File: config.mk
export PLATFORM = sky130hd
export DESIGN_NAME = lms_err_monitor
export DESIGN_NICKNAME = d
export VERILOG_FILES = /design/src/rtl/lms_err_monitor.sv
export SDC_FILE = /design/constraint.sdc
export NUM_CORES = 1
export LEC_CHECK = 0
export ABC_CLOCK_PERIOD_IN_PS = 3300
export BUFFER_PORTS_ARGS = -buffer_cell sky130_fd_sc_hd__buf_4
export CORE_MARGIN = 3
export CORE_UTILIZATION = 60
export DETAILED_ROUTE_END_ITERATION = 8
export PLACE_DENSITY = 0.78
export SLEW_MARGIN = 10
export SYNTH_ARGS = -nofsm -noshare
export SYNTH_HDL_FRONTEND = slang
export SYNTH_SLANG_ARGS = --single-unit
File: constraint.sdc
create_clock -name clk -period 3.3 [get_ports clk]
set_input_delay 0.33 -clock clk [delete_from_list [all_inputs] [get_ports clk]]
set_output_delay 0.33 -clock clk [all_outputs]
set_load 0.02 [all_outputs]
File: src/rtl/lms_err_monitor.sv
// Mean-square-error convergence monitor for the LMS filter error output.
// Optional peak-|err| tracking is enabled by defining LMS_PEAK_HOLD_EN.
module lms_err_monitor #(
    parameter int ERR_WIDTH = 14,
    parameter int LOG2_WIN  = 8,
    parameter int CONV_CNT  = 4,
    parameter int DIV_CNT   = 2
) (
    input  logic                        clk,
    input  logic                        rst_n,
    input  logic                        en,
    input  logic                        clear,
    input  logic                        err_valid,
    input  logic signed [ERR_WIDTH-1:0] err,
    input  logic [2*ERR_WIDTH-2:0]      mse_thresh,
    output logic [2*ERR_WIDTH-2:0]      mse,
    output logic                        mse_valid,
    output logic                        converged,
    output logic [15:0]                 win_cnt,
    output logic [ERR_WIDTH-1:0]        err_peak
);

    localparam int SQ_W  = 2*ERR_WIDTH-1;
    localparam int ACC_W = SQ_W+LOG2_WIN;
    localparam int BW    = $clog2(CONV_CNT+1);
    localparam int DW    = $clog2(DIV_CNT+1);

    typedef enum logic [1:0] {IDLE, ACCUM, DUMP} state_t;

    state_t                state;
    logic [ACC_W-1:0]      acc;
    logic [LOG2_WIN-1:0]   smp_cnt;
    logic [SQ_W-1:0]       sq;
    logic                  sq_valid;
    logic [BW-1:0]         below_cnt;
    logic [DW-1:0]         above_cnt;

    logic [ERR_WIDTH-1:0]  abs_err;
    logic [SQ_W-1:0]       sq_next;
    logic [SQ_W-1:0]       mse_next;
    logic [BW-1:0]         below_inc;
    logic [DW-1:0]         above_inc;

    // Squaring the magnitude keeps every product bit meaningful; 2^(ERR_WIDTH-1) squared fits SQ_W.
    always_comb begin
        abs_err   = err[ERR_WIDTH-1] ? (~$unsigned(err) + 1'b1) : $unsigned(err);
        sq_next   = SQ_W'(abs_err) * SQ_W'(abs_err);
        mse_next  = acc[ACC_W-1:LOG2_WIN];
        below_inc = (below_cnt == BW'(CONV_CNT)) ? below_cnt : below_cnt + 1'b1;
        above_inc = (above_cnt == DW'(DIV_CNT))  ? above_cnt : above_cnt + 1'b1;
    end

    always_ff @(posedge clk or negedge rst_n) begin
        if (!rst_n) begin
            state     <= IDLE;
            acc       <= '0;
            smp_cnt   <= '0;
            sq        <= '0;
            sq_valid  <= 1'b0;
            below_cnt <= '0;
            above_cnt <= '0;
            mse       <= '0;
            mse_valid <= 1'b0;
            converged <= 1'b0;
            win_cnt   <= '0;
        end else if (!en) begin
            state     <= IDLE;
            acc       <= '0;
            smp_cnt   <= '0;
            sq_valid  <= 1'b0;
            mse_valid <= 1'b0;
        end else if (clear) begin
            state     <= ACCUM;
            acc       <= '0;
            smp_cnt   <= '0;
            sq_valid  <= 1'b0;
            below_cnt <= '0;
            above_cnt <= '0;
            converged <= 1'b0;
            mse_valid <= 1'b0;
        end else begin
            mse_valid <= 1'b0;
            sq_valid  <= err_valid;
            if (err_valid)
                sq <= sq_next;
            case (state)
                IDLE: state <= ACCUM;
                ACCUM: begin
                    if (sq_valid) begin
                        acc     <= acc + ACC_W'(sq);
                        smp_cnt <= smp_cnt + 1'b1;
                        if (smp_cnt == '1)
                            state <= DUMP;
                    end
                end
                DUMP: begin
                    mse       <= mse_next;
                    mse_valid <= 1'b1;
                    win_cnt   <= win_cnt + 1'b1;
                    if (mse_next < mse_thresh) begin
                        below_cnt <= below_inc;
                        above_cnt <= '0;
                        if (below_inc == BW'(CONV_CNT))
                            converged <= 1'b1;
                    end else begin
                        above_cnt <= above_inc;
                        below_cnt <= '0;
                        if (above_inc == DW'(DIV_CNT))
                            converged <= 1'b0;
                    end
                    // A square landing during DUMP opens the next window.
                    acc     <= sq_valid ? ACC_W'(sq) : '0;
                    smp_cnt <= sq_valid ? LOG2_WIN'(1) : '0;
                    state   <= ACCUM;
                end
                default: state <= IDLE;
            endcase
        end
    end

`ifdef LMS_PEAK_HOLD_EN
    logic [ERR_WIDTH-1:0] abs_q;
    logic [ERR_WIDTH-1:0] peak;
    logic [ERR_WIDTH-1:0] peak_max;

    assign peak_max = (abs_q > peak) ? abs_q : peak;

    // Magnitude rides alongside the square so the peak shares the accumulator's window boundary.
    always_ff @(posedge clk or negedge rst_n) begin
        if (!rst_n) begin
            abs_q    <= '0;
            peak     <= '0;
            err_peak <= '0;
        end else if (!en || clear) begin
            abs_q <= '0;
            peak  <= '0;
        end else begin
            if (err_valid)
                abs_q <= abs_err;
            case (state)
                ACCUM: if (sq_valid) peak <= peak_max;
                DUMP: begin
                    err_peak <= peak;
                    peak     <= sq_valid ? abs_q : '0;
                end
                default: ;
            endcase
        end
    end
`else
    assign err_peak = '0;
`endif

endmodule

==> results.json <==
{
  "period_share": 1.927,
  "antenna_left": 0,
  "multi_input_area_sq_um": 9716,
  "seq_area_frac_synth": 0.2332,
  "drt-pass1-iter-count": 5,
  "via_count": 11670,
  "synth-seq-cells": 122,
  "relSlewSlack": 0.3286,
  "dp_hpwl_um": 26010,
  "start_util": 0.6169,
  "drive_gt1_frac": 0.2571,
  "cts.reportedPaths.clkPinSlew_ns": 0.05,
  "grt_pass1_vias": 11930,
  "hold_path_class": "in -> reg",
  "cts_root_buf": "clkbuf_16",
  "die_w_um": 153.7,
  "syn2layout_area_growth_pct": 29.43,
  "slew_violations": 0,
  "cts_max_level": 4,
  "yosysUniqueCellTypes": 77,
  "async_flop_share": 1.000,
  "grt_max_degree": 67,
  "die-height_um": 153.7,
  "syn_inst": 1517,
  "skew_ns": 0.01189,
  "die_area_sq_um": 23630,
  "clk_latency_ns": 0.42,
  "port_buffers": 90,
  "crit_path_max_fanout": 4,
  "wl_per_cell_um": 16.20,
  "arrival_ns": 6.65,
  "crit_path_end_kind": "flip-flop",
  "worstPathRequired_ns": 3.59,
  "pre_cts_slack_ns": -3.492,
  "cp-start-kind": "primary input",
  "cts_tree": "done",
  "crit_type": "in -> reg",
  "antenna_cells": 0,
  "regArea_sq_um": 3053,
  "finalHoldViolCount": 0,
  "synth_top_cell_by_area": "dfrtp_1",
  "period_needed_ns": 6.358,
  "grt-ovfl-total": 0,
  "nNetsFinal": 2117,
  "synth_top_area_frac": 0.2332,
  "antenna_found_initial": 0,
  "grt_setup_unrepaired": "yes",
  "numClockSinks": 122,
  "synth_top_cells_by_area": "dfrtp_1 23%, fa_1 18%, ha_1 14%, nand2_1 6.9%, inv_1 6.5%",
  "worst_slew_pin_slew_ns": 1.003,
  "synth-main-ff-cell": "dfrtp_1",
  "violations": "setup timing",
  "most-common-layout-cells": "292 x buf_4, 231 x nand2_1, 208 x inv_1, 127 x ha_1, 122 x dfrtp_1",
  "fill_cells": 1387,
  "clockBufferDepth": 2,
  "synth_edf_count": 0,
  "netlist_area_sq_um": 13090,
  "cts_buffers": 17,
  "finalSetupViolCount": 23,
  "ios": 105,
  "grt_first_pass_wirelength_um": 56390,
  "drc": 0,
  "num_rows": 53,
  "maxCapViolCount": 0,
  "drt_wl_total_um": 34000,
  "syn_area_per_cell_sq_um": 8.629,
  "coreArea_sq_um": 21220,
  "place.gp.congestion": 0.9503,
  "setup_tns_ns": -55.79,
  "outcome": "finished with violations",
  "final_common_cell": "buf_4",
  "setup_ws_ns": -3.058,
  "grt_usage": 0.2855,
  "fmax_ghz": 0.1573,
  "yosysWarnings": 0,
  "via_per_inst": 5.560,
  "drtIter0Drc": 785
}
## cells in the mapped netlist, types with 12 or more instances
library cell / number
a21o_1: 28
a21oi_1: 78
buf_4: 14
clkbuf_1: 37
dfrtp_1: 122
fa_1: 115
ha_1: 144
inv_1: 226
nand2_1: 239
nand2b_1: 12
nand3_1: 26
nand4_1: 13
nor2_1: 94
nor3_1: 20
o211ai_1: 12
o21ai_0: 78
xnor2_1: 52
xor2_1: 30
## flip-flops by register name, summed over array words and instances (netlist names)
| register | flops |
|---|---|
| smp_cnt | 8 |
| sq | 26 |
| win_cnt | 16 |
| mse | 27 |
| mse_valid | 1 |
| converged | 1 |
| sq_valid | 1 |
| below_cnt | 3 |
| above_cnt | 2 |
| state | 2 |
| acc | 35 |
## path summary, 6_finish.rpt
path | depth (start not counted) | to | slack [ns] | start
worst max-delay path | 26 | sq[17] | -3.06 | err[1]
max in group asynchronous | 3 | acc[14] | 2.01 | rst_n
worst min register to register | 2 | mse[7] | 0.47 | mse[7]
worst min-delay path | 2 | state[0] | 0.19 | en
min in group asynchronous | 2 | win_cnt[15] | 0.48 | rst_n
worst max register to register | 10 | acc[32] | 0.45 | sq[0]
## critical path, cell delays in order
cell and delay (ns):
buf_8 0.10, or4_4 0.57, o41ai_4 0.29, xnor2_2 0.18, nand2_1 0.10, fa_1 0.49, fa_1 0.54, inv_2 0.04
fa_1 0.52, inv_2 0.04, fa_1 0.49, inv_2 0.04, fa_1 0.55, inv_2 0.04, fa_1 0.49, inv_2 0.06
ha_4 0.16, a211o_1 0.32, a211oi_2 0.22, o31ai_2 0.14, a311oi_2 0.29, buf_4 0.17, o31a_1 0.16, buf_4 0.12
xor2_1 0.12, o21ai_0 0.08
## area by class of cell
| cell class | instances | share of cell area |
|---|---|---|
| Timing Repair Buffer | 307 | 0.1400 |
| Clock inverter | 11 | 0.007237 |
| Clock buffer | 20 | 0.02696 |
| Sequential cell | 122 | 0.1802 |
| Multi-Input combinational cell | 1134 | 0.5734 |
| Tap cell | 275 | 0.02031 |
| Inverter | 230 | 0.05184 |
## stage by stage
stage | cells | utilization | instance area (sq um) | hold WS, ns
2_1_floorplan | 1539 | - | 13550 | 0.03441
3_3_place_gp | 2051 | 0.7451 | 15810 | 0.4130
3_5_place_dp | 2051 | 0.7451 | 15810 | 0.4194
4_1_cts | 2089 | 0.7869 | 16700 | 0.1848
5_1_grt | 2099 | 0.7984 | 16940 | 0.1831
6_report | 2099 | 0.7984 | 16940 | 0.1865
## cell families (layout without fill, tap and decap cells)
group / count (synthesis) / after routing / synth area share
mux: 11 / 11 / 0.01013
buf+inv: 283 / 568 / 0.08526
xor+xnor: 82 / 82 / 0.05487
simple gates: 460 / 460 / 0.1544
flops: 122 / 122 / 0.2332
fa+ha+maj: 259 / 259 / 0.3135
compound gates: 298 / 298 / 0.1481
other cells: 2 / 24 / 0.0005737
## per-layer routing
layer	wire [um]	track usage	part of all wire
met5	0	0	0
met4	947	0.08999	0.028
met3	1384	0.03406	0.041
met2	18090	0.5273	0.53
met1	13580	0.3481	0.40
## timing repair
| action | CTS | global route |
|---|---|---|
| endpoints found under the hold margin | 34 | 0 |
| endpoints found under the setup margin | 23 | 23 |
| setup buffers | 6 | 12 |
| pin swaps | 32 | 22 |
| hold buffers | 1 | 0 |
| resized for setup | 57 | 43 |
Power is not shown: default switching activity piles up to over one toggle a cycle in this logic, so the estimate is an artifact.
